[src/rtl/rv32_pkg.sv]
// Shared rv32 core definitions: major opcodes, fetch buffer entry and fetch FSM states.
package rv32_pkg;

    localparam int XLEN = 32;

    localparam logic [6:0] OP_LOAD   = 7'b000_0011;
    localparam logic [6:0] OP_IMM    = 7'b001_0011;
    localparam logic [6:0] OP_STORE  = 7'b010_0011;
    localparam logic [6:0] OP_BRANCH = 7'b110_0011;
    localparam logic [6:0] OP_JAL    = 7'b110_1111;
    localparam logic [6:0] OP_JALR   = 7'b110_0111;
    localparam logic [6:0] OP_LUI    = 7'b011_0111;
    localparam logic [6:0] OP_AUIPC  = 7'b001_0111;
    localparam logic [6:0] OP_REG    = 7'b011_0011;

    typedef struct packed {
        logic [XLEN-1:0] pc;
        logic [31:0]     instr;
    } fetch_entry_t;

    typedef enum logic [1:0] {
        IDLE,
        RUN,
        DRAIN
    } fetch_state_e;

endpackage

[src/rtl/fetch_fifo.sv]
// Small synchronous FIFO of fetched {pc, instr} entries with a single-cycle flush.
module fetch_fifo
    import rv32_pkg::*;
#(
    parameter int DEPTH = 2
) (
    input  logic                   clk,
    input  logic                   rst_n,
    input  logic                   flush,
    input  logic                   push,
    input  fetch_entry_t           push_data,
    input  logic                   pop,
    output fetch_entry_t           head,
    output logic                   empty,
    output logic [$clog2(DEPTH):0] count
);

    localparam int AW = $clog2(DEPTH);
    localparam int CW = AW + 1;

    fetch_entry_t  mem [DEPTH];
    logic [AW-1:0] wr_ptr;
    logic [AW-1:0] rd_ptr;
    logic          do_push;
    logic          do_pop;

    assign empty   = (count == '0);
    assign do_pop  = pop && !empty;
    // A pop frees the head slot in the same edge, so a full FIFO may still accept a push.
    assign do_push = push && ((count != CW'(DEPTH)) || do_pop);

    always_ff @(posedge clk or negedge rst_n) begin
        if (!rst_n) begin
            wr_ptr <= '0;
            rd_ptr <= '0;
            count  <= '0;
        end else if (flush) begin
            wr_ptr <= '0;
            rd_ptr <= '0;
            count  <= '0;
        end else begin
            if (do_push) wr_ptr <= wr_ptr + AW'(1);
            if (do_pop)  rd_ptr <= rd_ptr + AW'(1);
            count <= count + CW'(do_push) - CW'(do_pop);
        end
    end

    // NOTE: storage needs no reset; count/pointers alone decide which entries are valid.
    always_ff @(posedge clk) begin
        if (do_push && !flush) mem[wr_ptr] <= push_data;
    end

    assign head = mem[rd_ptr];

endmodule

[src/rtl/fetch_stage.sv]
// rv32 instruction fetch: owns the PC, issues imem requests, buffers responses and
// presents the head instruction pre-decoded into opcode/func3/func7 for the control unit.
module fetch_stage
    import rv32_pkg::*;
#(
    parameter int              XLEN       = 32,
    parameter logic [XLEN-1:0] RESET_PC   = '0,
    parameter int              FIFO_DEPTH = 2
) (
    input  logic            clk,
    input  logic            rst_n,
    output logic            imem_req_valid,
    input  logic            imem_req_ready,
    output logic [XLEN-1:0] imem_req_addr,
    input  logic            imem_rsp_valid,
    input  logic [31:0]     imem_rsp_data,
    input  logic            redirect_valid,
    input  logic [XLEN-1:0] redirect_pc,
    output logic            id_valid,
    input  logic            id_ready,
    output logic [XLEN-1:0] id_pc,
    output logic [31:0]     id_instr,
    output logic [6:0]      id_opcode,
    output logic [2:0]      id_func3,
    output logic [6:0]      id_func7
);

    fetch_state_e               state;
    fetch_state_e               state_next;
    logic [XLEN-1:0]            pc;
    logic [XLEN-1:0]            rsp_pc;
    logic                       outstanding;
    logic                       outstanding_next;
    logic                       accept;
    logic                       push;
    logic                       pop;
    logic                       space;
    logic                       empty;
    logic [$clog2(FIFO_DEPTH):0] count;
    fetch_entry_t               head;

    // Entries already buffered plus the one in flight must leave room for the next response.
    assign space  = (int'(count) + int'(outstanding) - int'(pop)) < FIFO_DEPTH;
    assign accept = imem_req_valid && imem_req_ready;
    assign push   = (state == RUN) && imem_rsp_valid && !redirect_valid;
    assign pop    = id_valid && id_ready;

    always_ff @(posedge clk or negedge rst_n) begin
        if (!rst_n) begin
            state       <= IDLE;
            outstanding <= 1'b0;
        end else begin
            state       <= state_next;
            outstanding <= outstanding_next;
        end
    end

    // NOTE: every output of this block gets a default first, so no path leaves a latch.
    always_comb begin
        state_next       = state;
        outstanding_next = outstanding;
        imem_req_valid   = 1'b0;
        imem_req_addr    = '0;
        unique case (state)
            IDLE: state_next = RUN;
            RUN: begin
                imem_req_addr  = pc;
                imem_req_valid = space && (!outstanding || imem_rsp_valid);
                if (imem_req_valid && imem_req_ready) outstanding_next = 1'b1;
                else if (imem_rsp_valid)              outstanding_next = 1'b0;
                // Anything still in flight after a redirect is stale and must be swallowed.
                if (redirect_valid && outstanding_next) state_next = DRAIN;
            end
            DRAIN: begin
                imem_req_addr = pc;
                if (imem_rsp_valid) begin
                    outstanding_next = 1'b0;
                    state_next       = RUN;
                end
            end
            default: state_next = IDLE;
        endcase
    end

    always_ff @(posedge clk or negedge rst_n) begin
        if (!rst_n) begin
            pc     <= RESET_PC;
            rsp_pc <= '0;
        end else begin
            if (redirect_valid) pc <= redirect_pc & ~XLEN'(3);
            else if (accept)    pc <= pc + XLEN'(4);
            if (accept) rsp_pc <= pc;
        end
    end

    fetch_fifo #(
        .DEPTH(FIFO_DEPTH)
    ) u_fifo (
        .clk      (clk),
        .rst_n    (rst_n),
        .flush    (redirect_valid),
        .push     (push),
        .push_data('{pc: rsp_pc, instr: imem_rsp_data}),
        .pop      (pop),
        .head     (head),
        .empty    (empty),
        .count    (count)
    );

    // Head fields are forced to zero while empty so reset and bubbles present a clean bus.
    assign id_valid  = !empty;
    assign id_pc     = id_valid ? head.pc : '0;
    assign id_instr  = id_valid ? head.instr : '0;
    assign id_opcode = id_instr[6:0];
    assign id_func3  = id_instr[14:12];
    assign id_func7  = id_instr[31:25];

endmodule

[config.mk]
export PLATFORM = sky130hd
export DESIGN_NAME = fetch_stage
export DESIGN_NICKNAME = d
export VERILOG_FILES = /design/src/rtl/rv32_pkg.sv /design/src/rtl/fetch_fifo.sv /design/src/rtl/fetch_stage.sv
export SDC_FILE = /design/constraint.sdc
export NUM_CORES = 1
export LEC_CHECK = 0
export CORE_MARGIN = 2
export CORE_UTILIZATION = 48
export CTS_BUF_LIST = sky130_fd_sc_hd__clkbuf_4
export DETAILED_ROUTE_END_ITERATION = 10
export PLACE_DENSITY_LB_ADDON = 0.15
export SYNTH_ARGS = -nofsm -noshare
export SYNTH_HDL_FRONTEND = slang
export SYNTH_SLANG_ARGS = --single-unit
[constraint.sdc]
create_clock -name clk -period 6.7 [get_ports clk]
set_input_delay 1.005 -clock clk [delete_from_list [all_inputs] [get_ports clk]]
set_output_delay 1.005 -clock clk [all_outputs]
set_load 0.05 [all_outputs]
==> impl_results.md, run 1 <==
- Setup crit start: id_ready
- Pins Over Slew Limit: 0
- Global-route wire length before repair: 28200 um
- RSZ-0062 raised after global routing: false
- Critical Path AT: 4.03 ns
- Largest net degree at the start of global routing: 68
- Post-CTS Hold Buffers: 0
- Area of the multi-input gates: 2880 sq um
- Max Root-Sink Buffers: 2
- Achievable Freq: 0.198 GHz
- Seq. cell area: 5400 sq um
- Sequential fraction of the synthesis area: 0.627
- Fin crit share: 0.752
- PortBufs: 178
- Reg2Reg Launch Point: u_fifo.count[1]
- Leak Pwr: 3.74 nW
- Setup Skew: 0.0212 ns
- Commonest non-fill, non-tap cells in the layout: clkdlybuf4s50_1, edfxtp_1, nor2_1, dfrtp_1, mux2i_1
- Area added between synthesis and finish: 24.5%
- # clock sinks: 191
- Max-cap viol count: 0
- Mux share of post-synthesis cell area: 0.116
- Initial DRC Count: 358
- Setup TNS: 0 ns
- Post-CTS resize count: 0
- Drt first pass iters: 5
- I/O pin total: 185
- Most common cell after layout, fill and taps aside: clkdlybuf4s50_1
- Layout cells sized above 1: 0.109
- Total grt overflow: 0
- CP Max Fanout: 4
- Main area contributors after synthesis: edfxtp_1, dfrtp_1, mux2i_1, mux2_2, nor2_1
- Simple-Gate Fraction of Synth Area: 0.135
- Mapped cell area: 8610 sq um
- Min-delay src: rsp_pc[30]
- CP max stage cell: clkdlybuf4s50_1
- R2r setup slk: 2.38 ns
- CP Capture Type: output pin
- Hold Crit Class: reg2reg
- CTS tree: done
- P per Cell Area: 488 nW/um^2
- H-tree depth: 4
- Compound-gate portion of the synthesized area: 0.0500
- Vias: 5809
- Wire per inst: 17.7 um
- Routed Antenna Nets: 0
- CP cell instances: clkdlybuf4s50_1, and2_1, ha_1, nand2b_1, fa_1, and2b_2, a21oi_1, nor2_1, a31oi_1, nor2_1, clkdlybuf4s50_1
- XOR/XNOR share of the synthesized area: 0.0102
- Row Count: 48
- Critical Path RT: 5.69 ns
- Root buf cell: clkbuf_4
- #FFs+latches synth: 191
- EDFF count, synth: 124
- Number of global-route vias before repair: 5542
- Die area: 19000 sq um
- Clock Latency Late Sink: 0.56 ns
- Yosys warns: 0
- Critical path's top delay family: buffers and inverters
- Worst-path clk slew: 0.16 ns
- Setup repair bufs after CTS: 0
- Placer Congestion: 0.836
- Hold Vio Cnt, Final: 0
- Initial Util: 0.494
- Kind of critical path: in2out
- WL final: 18700 um
- CORE AREA: 17400 sq um
- Largest family of logic cells by synthesized area: simple AND/OR/NAND/NOR gates
- Core Util, Final: 0.615
- Num CTS Buffers: 17
- Dominant cell type by area after synthesis: edfxtp_1
- Status: complete, no violations
- Synth Instances: 668
- Chip Height: 138 um
- Initial antenna violation count: 1
- Startpoint types: primary input
- Synth Area in Adders: 0.0169
- # DRC: 0
- Relative slew slack: 0.130
- Minimum clock period: 5.04 ns
- Slew @ Worst Pin: 1.30 ns
- Die X: 138 um
- Fill count: 1380
- CP max stage delay: 0.82 ns
- Yosys cell types: 58
- Worst VDD drop: 0.000269 V
- Vias per inst: 5.48
- GRT Total Usage: 0.198
- Post-synth top area share: 0.433
- Syn avg cell area: 12.9 sq um
- Endpoints failing setup: 0
- Buf/Inv on CP: 2
- Final Net Count: 901
- Dpl hpwl: 12200 um
- Top FF cell, synth: edfxtp_1
- Synth async-reset ratio: 0.351
## final cells by class
| cell class | count | share of cell area |
|---|---|---|
| Sequential cell | 191 | 0.504 |
| Tap cell | 225 | 0.0263 |
| Inverter | 17 | 0.00596 |
| Multi-Input combinational cell | 409 | 0.268 |
| Clock inverter | 12 | 0.0104 |
| Antenna cell | 2 | 0.000467 |
| Clock buffer | 20 | 0.0140 |
| Timing Repair Buffer | 184 | 0.170 |
## path summary, 6_finish.rpt
| check | to | cells past startpoint |
|---|---|---|
| min in group asynchronous | pc[27] | 1 |
| max in group asynchronous | u_fifo.rd_ptr | 1 |
| min reg2reg | u_fifo.mem[0][62] | 0 |
| max reg2reg | rsp_pc[5] | 11 |
| min | u_fifo.mem[0][62] | 0 |
| max | imem_req_valid | 11 |
## power breakdown
group,internal [mW],leakage (nW),switching (mW)
registers,1.50,1.90,0.218
logic,1.02,1.70,1.90
clock network,0.199,0.141,0.382
## per-layer routing
metal,up-vias,global-route usage,part of all wire
li1,2714,-,-
met1,2874,0.252,0.43
met2,194,0.332,0.50
met3,27,0.0428,0.056
met4,0,0.0799,0.017
met5,-,0,0
## state kept, by name (all words and copies together), names as in the netlist
register       flops
outstanding        1
pc                30
rsp_pc            30
state              2
u_fifo.count       2
u_fifo.mem       124
u_fifo.rd_ptr      1
u_fifo.wr_ptr      1
## cell families (layout without fill, tap and decap cells)
family,after synthesis,count (layout)
buffers and inverters,71,233
DFF,191,191
and+or+nand+nor,228,228
xor gates and xnor gates,10,10
adders and majority gates,11,11
AOI/OAI and AO/OA,60,60
muxes,96,96
other,1,6
## worst reg2reg max path: stages, from the launching register on
cell and delay (ns):
dfrtp_1 0.57, nor2_4 0.17, inv_1 0.06, and2_1 0.17, ha_1 0.26, nand2b_1 0.21
fa_1 0.58, nand2_1 0.08, a21bo_2 0.29, nor3_2 0.99, buf_4 0.45, mux2_2 0.39
## synth_stat cells, types with 3 or more instances
library cell  count
edfxtp_1        124
nor2_1           89
dfrtp_1          67
mux2i_1          65
and2_1           33
mux2_2           31
nand2_1          25
buf_4            21
clkbuf_1         21
a31oi_1          17
inv_1            17
nand3_1          16
o21ai_0          13
nand4_1          12
or4_1            11
ha_1             10
nor4_1            7
xnor2_1           7
buf_1             5
nor2b_1           5
nor3_1            5
o31ai_1           5
a22oi_1           4
a31o_2            4
buf_2             4
nand2b_1          4
a21bo_2           3
and3_1            3
clkbuf_8          3
or3_1             3
xor2_1            3
## through the flow
stage	worst slack (ns)	instance area, sq um	instances	total power [mW]	hold slack (ns)
after floorplan	1.47	8630	671	3.80	0.438
after global placement	1.71	10400	1026	4.62	0.448
after detailed placement	1.69	10400	1026	4.69	0.454
after CTS	1.67	10700	1058	5.27	0.486
after global routing	1.52	10700	1059	5.48	0.506
final	1.66	10700	1060	5.23	0.485
Note: power is estimated with default switching activity, not from simulation.
==> run 2: changes to the inputs <==
Clock period 6.7 ns to 4.5 ns, I/O delays scaled along.
==> impl_results.md, run 2 (same netlist as run 1, synthesis figures left out) <==
- Non-Filler Cell Area, Final: 10800 sq um (was 10700 sq um)
- Most common cell after layout, fill and taps aside: clkdlybuf4s50_1 (unchanged)
- Area added between synthesis and finish: 25.0% (was 24.5%)
- Reg2reg path depth: 12 (was 11)
- DP Area: 10500 sq um (was 10400 sq um)
- Kind of critical path: reg2out (was in2out)
- CP Capture Type: output pin (unchanged)
- Num CTS Buffers: 17 (unchanged)
- Switching pwr: 3.77 mW (was 2.50 mW)
- Leak Pwr: 3.77 nW (was 3.74 nW)
- Endpoints failing setup: 0 (unchanged)
- Wire per inst: 17.5 um (was 17.7 um)
- Sequential share of power: 0.324 (was 0.329)
- CP Max Fanout: 10 (was 4)
- Largest net degree at the start of global routing: 68 (unchanged)
- Dpl hpwl: 12500 um (was 12200 um)
- Placer Congestion: 0.831 (was 0.836)
- WL final: 18600 um (was 18700 um)
- Post-CTS Hold Buffers: 0 (unchanged)
- Commonest non-fill, non-tap cells in the layout: clkdlybuf4s50_1, edfxtp_1, nor2_1, dfrtp_1, mux2i_1 (unchanged)
- Switching Share: 0.484 (was 0.479)
- Vias: 5764 (was 5809)
- Row Count: 48 (unchanged)
- Reg2Reg Launch Point: u_fifo.count[1] (unchanged)
- Max-cap viol count: 0 (unchanged)
- Minimum clock period: 4.10 ns
- Global-route wire length before repair: 28500 um (was 28200 um)
- PortBufs: 178 (unchanged)
- Pwr Total: 7.79 mW (was 5.23 mW)
- Initial antenna violation count: 0 (was 1)
- Worst-path clk slew: 0.16 ns (about the same)
- Startpoint types: flop (was primary input)
- Root buf cell: clkbuf_4 (unchanged)
- Fill count: 1361 (was 1380)
- Achievable Freq: 0.244 GHz
- Critical Path AT: 3.43 ns (was 4.03 ns)
- Setup TNS: 0 ns (unchanged)
- Slew @ Worst Pin: 0.973 ns (was 1.30 ns)
- Clock Latency Late Sink: 0.57 ns (was 0.56 ns)
- Pins Over Slew Limit: 0 (unchanged)
- Total grt overflow: 0 (unchanged)
- Worst VDD drop: 0.000419 V (was 0.000269 V)
- Setup WS pre-CTS: 0.372 ns (was 1.69 ns)
- Top Registers: u_fifo.mem (124), pc (30), rsp_pc (30) (unchanged)
- Setup Skew: 0.0252 ns (was 0.0212 ns)
- Initial Util: 0.494 (unchanged)
- CTS tree: done (unchanged)
- P per Cell Area: 724 nW/um^2 (was 488 nW/um^2)
- Setup repair bufs after CTS: 0 (unchanged)
- Pint: 4.02 mW (was 2.72 mW)
- Die area: 19000 sq um (unchanged)
- Critical Path RT: 3.83 ns (was 5.69 ns)
- Drt first pass iters: 5 (unchanged)
- R2r setup slk: 0.70 ns (was 2.38 ns)
- # clock sinks: 191 (unchanged)
- I/O pin total: 185 (unchanged)
- Post-layout worst setup margin: 0.396 ns (was 1.66 ns)
- Post-CTS resize count: 0 (unchanged)
- RSZ-0062 raised after global routing: false (unchanged)
- Hold Crit Class: in2async (was reg2reg)
- Vias per inst: 5.42 (was 5.48)
- H-tree depth: 4 (unchanged)
- Die X: 138 um (unchanged)
- Chip Height: 138 um (unchanged)
- CORE AREA: 17400 sq um (unchanged)
- Status: complete, no violations (unchanged)
- Routed Antenna Nets: 0 (unchanged)
- Power share of the combinational group: 0.568 (was 0.560)
- R2R Path End: pc[21] (was rsp_pc[5])
- Part of the power in the clock network: 0.108 (was 0.111)
- Final Net Count: 905 (was 901)
- Fin crit share: 0.912
- Layout cells sized above 1: 0.115 (was 0.109)
- Relative slew slack: 0.351 (was 0.130)
- Initial DRC Count: 283 (was 358)
- GRT Total Usage: 0.198 (about the same)
- Max Root-Sink Buffers: 2 (unchanged)
- Largest register FFs: 124 (unchanged)
- Number of global-route vias before repair: 5599 (was 5542)
- # DRC: 0 (unchanged)
- Hold Vio Cnt, Final: 0 (unchanged)
- Register with the most flip-flops: u_fifo.mem (unchanged)
run 2: changes by cell type in the layout (fill, tap and decap cells not counted), sizes merged:
| cell | change |
|---|---|
| bufinv | -1 |
| buf | +5 |
| clkbuf | -3 |
| clkdlybuf4s50 | -1 |
| inv | +4 |
| diode | -1 |
run 2: power by group through the flow:
stage / clock network (mW) / logic [mW] / registers (mW)
6_report: 0.844 / 4.43 / 2.52
4_1_cts: 0.877 / 4.46 / 2.53
5_1_grt: 0.952 / 4.67 / 2.57
2_1_floorplan: 0 / 3.25 / 2.41
3_3_place_gp: 0 / 4.38 / 2.54
3_5_place_dp: 0 / 4.45 / 2.57
run 2: area by class of cell:
type | instances | area (sq um) | share of cell area
Clock buffer | 17 | 128 | 0.0119
Timing Repair Buffer | 188 | 1880 | 0.174
Sequential cell | 191 | 5400 | 0.502
Multi-Input combinational cell | 409 | 2880 | 0.267
Clock inverter | 15 | 131 | 0.0122
Tap cell | 225 | 282 | 0.0262
Inverter | 17 | 63.8 | 0.00593
Antenna cell | 1 | 2.50 | 0.000233
run 2: routing by layer:
layer | global-route usage | vias up | wire length, um
li1 | - | 2720 | -
met1 | 0.252 | 2826 | 7890
met2 | 0.336 | 200 | 9420
met3 | 0.0464 | 18 | 1100
met4 | 0.0669 | 0 | 224
met5 | 0 | - | 0
run 2: critical path, cell delays in order, from the launching register on:
cell      delay, ns
dfrtp_1        0.55
nor2_4         0.17
inv_1          0.08
and2_1         0.18
ha_1           0.26
nand2b_1       0.22
fa_1           0.53
and2b_2        0.25
a21oi_1        0.12
nor2_1         0.05
a31oi_1        0.21
nor2_1         0.11
buf_12         0.16
run 2: worst max path at each step:
stage	to	slack [ns]	depth (start not counted)	from
floorplan	imem_req_valid	0.39	12	u_fifo.count[1]
global placement	pc[19]	0.53	11	id_ready
detailed placement	pc[21]	0.37	11	id_ready
CTS	imem_req_valid	0.35	12	u_fifo.count[1]
global route	imem_req_valid	0.14	12	u_fifo.count[1]
finish	imem_req_valid	0.40	12	u_fifo.count[1]
run 2: per-stage QoR:
step,std cells,hold slack [ns],utilization
2_1_floorplan,671,0.379,-
3_3_place_gp,1030,0.446,0.603
3_5_place_dp,1030,0.453,0.603
4_1_cts,1062,0.213,0.618
5_1_grt,1062,0.225,0.618
6_report,1063,0.213,0.618
==> run 3: changes to the inputs <==
Settings changed: CORE_MARGIN 2 to 5.
==> impl_results.md, run 3 (same netlist as run 1, synthesis figures left out) <==
- Status: complete, no violations (unchanged)
- Initial DRC Count: 327 (was 283)
- Largest net degree at the start of global routing: 68 (unchanged)
- Post-layout worst setup margin: 0.483 ns (was 0.396 ns)
- Worst VDD drop: 0.000791 V (was 0.000419 V)
- # DRC: 0 (unchanged)
- Leak Pwr: 3.79 nW (was 3.77 nW)
- Top Registers: u_fifo.mem (124), pc (30), rsp_pc (30) (unchanged)
- P per Cell Area: 737 nW/um^2 (was 724 nW/um^2)
- Setup TNS: 0 ns (unchanged)
- GRT Total Usage: 0.185 (was 0.198)
- Worst-path clk slew: 0.16 ns (about the same)
- CP max stage delay: 0.98 ns (was 0.55 ns)
- PortBufs: 178 (unchanged)
- Total grt overflow: 0 (unchanged)
- Pins Over Slew Limit: 0 (unchanged)
- Switching Share: 0.467 (was 0.484)
- Clock Latency Late Sink: 0.56 ns (was 0.57 ns)
- Buf/Inv on CP: 1 (was 2)
- Die X: 144 um (was 138 um)
- Register with the most flip-flops: u_fifo.mem (unchanged)
- CTS tree: done (unchanged)
- Startpoint types: flop (unchanged)
- Global-route wire length before repair: 29700 um (was 28500 um)
- Routed Antenna Nets: 0 (unchanged)
- Setup repair bufs after CTS: 0 (unchanged)
- Chip Height: 144 um (was 138 um)
- Pint: 4.25 mW (was 4.02 mW)
- Relative slew slack: 0.216 (was 0.351)
- Final Net Count: 903 (was 905)
- Wire per inst: 17.6 um (was 17.5 um)
- Max-cap viol count: 0 (unchanged)
- Most common cell after layout, fill and taps aside: clkdlybuf4s50_1 (unchanged)
- Post-CTS resize count: 0 (unchanged)
- Kind of critical path: reg2reg (was reg2out)
- Power share of the combinational group: 0.548 (was 0.568)
- Initial antenna violation count: 1 (was 0)
- Row Count: 49 (was 48)
- CP max stage cell: nor4_2 (was dfrtp_1)
- Root buf cell: clkbuf_4 (unchanged)
- Num CTS Buffers: 17 (unchanged)
- Post-CTS Hold Buffers: 0 (unchanged)
- Part of the power in the clock network: 0.131 (was 0.108)
- Vias per inst: 5.34 (was 5.42)
- Number of global-route vias before repair: 5747 (was 5599)
- Drt first pass iters: 4 (was 5)
- Switching pwr: 3.72 mW (was 3.77 mW)
- Setup Skew: 0.0228 ns (was 0.0252 ns)
- Placer Congestion: 0.862 (was 0.831)
- Achievable Freq: 0.249 GHz (was 0.244 GHz)
- I/O pin total: 185 (unchanged)
- Hold Crit Class: in2async (unchanged)
- CORE AREA: 17800 sq um (was 17400 sq um)
- Dpl hpwl: 12600 um (was 12500 um)
- Critical Path RT: 4.96 ns (was 3.83 ns)
- Largest register FFs: 124 (unchanged)
- Hold Vio Cnt, Final: 0 (unchanged)
- Endpoints failing setup: 0 (unchanged)
- H-tree depth: 4 (unchanged)
- CP cell instances: nor2_4, inv_1, and2_1, ha_1, nand2b_1, fa_1, nand2_1, a21bo_2, nor4_2, a41oi_1, o31a_1 (was nor2_4, inv_1, and2_1, ha_1, nand2b_1, fa_1, and2b_2, a21oi_1, nor2_1, a31oi_1, nor2_1, buf_12)
- Layout cells sized above 1: 0.113 (was 0.115)
- Fin crit share: 0.893 (was 0.912)
- Critical Path AT: 4.48 ns (was 3.43 ns)
- Initial Util: 0.484 (was 0.494)
- Vias: 5692 (was 5764)
- RSZ-0062 raised after global routing: false (unchanged)
- CP Max Fanout: 11 (was 10)
- Core Util, Final: 0.608 (was 0.618)
- Area added between synthesis and finish: 25.7% (was 25.0%)
- Die area: 20700 sq um (was 19000 sq um)
- WL final: 18700 um (was 18600 um)
- Setup WS pre-CTS: 0.120 ns (was 0.372 ns)
- Critical path's top delay family: simple AND/OR/NAND/NOR gates (unchanged)
- Slew @ Worst Pin: 1.18 ns (was 0.973 ns)
- # clock sinks: 191 (unchanged)
- Minimum clock period: 4.02 ns (was 4.10 ns)
- Sequential share of power: 0.321 (was 0.324)
- Commonest non-fill, non-tap cells in the layout: clkdlybuf4s50_1, edfxtp_1, nor2_1, dfrtp_1, mux2i_1 (unchanged)
- Max Root-Sink Buffers: 2 (unchanged)
- CP Capture Type: flop (was output pin)
[run 3: cell types whose count changed in the layout (fill, tap and decap cells not counted), sizes merged]
cell / previous run / this run
buf: 12 / 10
bufinv: 0 / 4
clkinvlp: 2 / 1
inv: 23 / 21
clkinv: 7 / 3
clkbuf: 17 / 20
[run 3: final timing paths]
check | from | endpoint | slack [ns] | cells past startpoint
max | u_fifo.count[1] | pc[24] | 0.48 | 11
min | rst_n | rsp_pc[26] | 0.21 | 1
max reg2reg | u_fifo.count[1] | pc[24] | 0.48 | 11
min reg2reg | rsp_pc[14] | u_fifo.mem[0][46] | 0.49 | 0
max in group asynchronous | rst_n | u_fifo.rd_ptr | 3.61 | 1
min in group clk | rsp_pc[14] | u_fifo.mem[0][46] | 0.49 | 0
[run 3: layout make-up]
type                       instances  area [sq um]
clock inverter                    12           185
sequential                       191          5400
inverter                          17          63.8
clock buffer                      20           150
fill                            1424          6960
multi-input combinational        409          2880
tap                              229           287
timing repair buffer             186          1850
antenna                            1          2.50
[run 3: power by group through the flow]
stage	combinational, mW	clock [mW]	sequential, mW
floorplan	3.25	0	2.41
global placement	4.36	0	2.57
detailed placement	4.41	0	2.60
CTS	4.42	1.07	2.56
global route	4.63	1.15	2.61
finish	4.37	1.05	2.56
[run 3: per-stage QoR]
step / hold WS (ns) / instances / power, mW / instance area, sq um
floorplan: 0.379 / 671 / 5.66 / 8630
global placement: 0.448 / 1032 / 6.93 / 10500
detailed placement: 0.455 / 1032 / 7.01 / 10500
CTS: 0.202 / 1064 / 8.05 / 10800
global route: 0.219 / 1065 / 8.39 / 10800
finish: 0.208 / 1065 / 7.97 / 10800
[run 3: layer usage]
metal | global-route usage | up-vias | routed length, um
li1 | - | 2719 | -
met1 | 0.246 | 2783 | 8010
met2 | 0.304 | 174 | 9340
met3 | 0.0406 | 16 | 1150
met4 | 0.0585 | 0 | 221
met5 | 0 | - | 0
[run 3: worst reg2reg max path: cells and delay by family, from the launching register on]
family | cells | cell delay, ns
and+or+nand+nor | 5 | 1.62
buffers and inverters | 1 | 0.06
DFF | 1 | 0.56
AOI/OAI and AO/OA | 3 | 0.84
adders and majority gates | 2 | 0.83
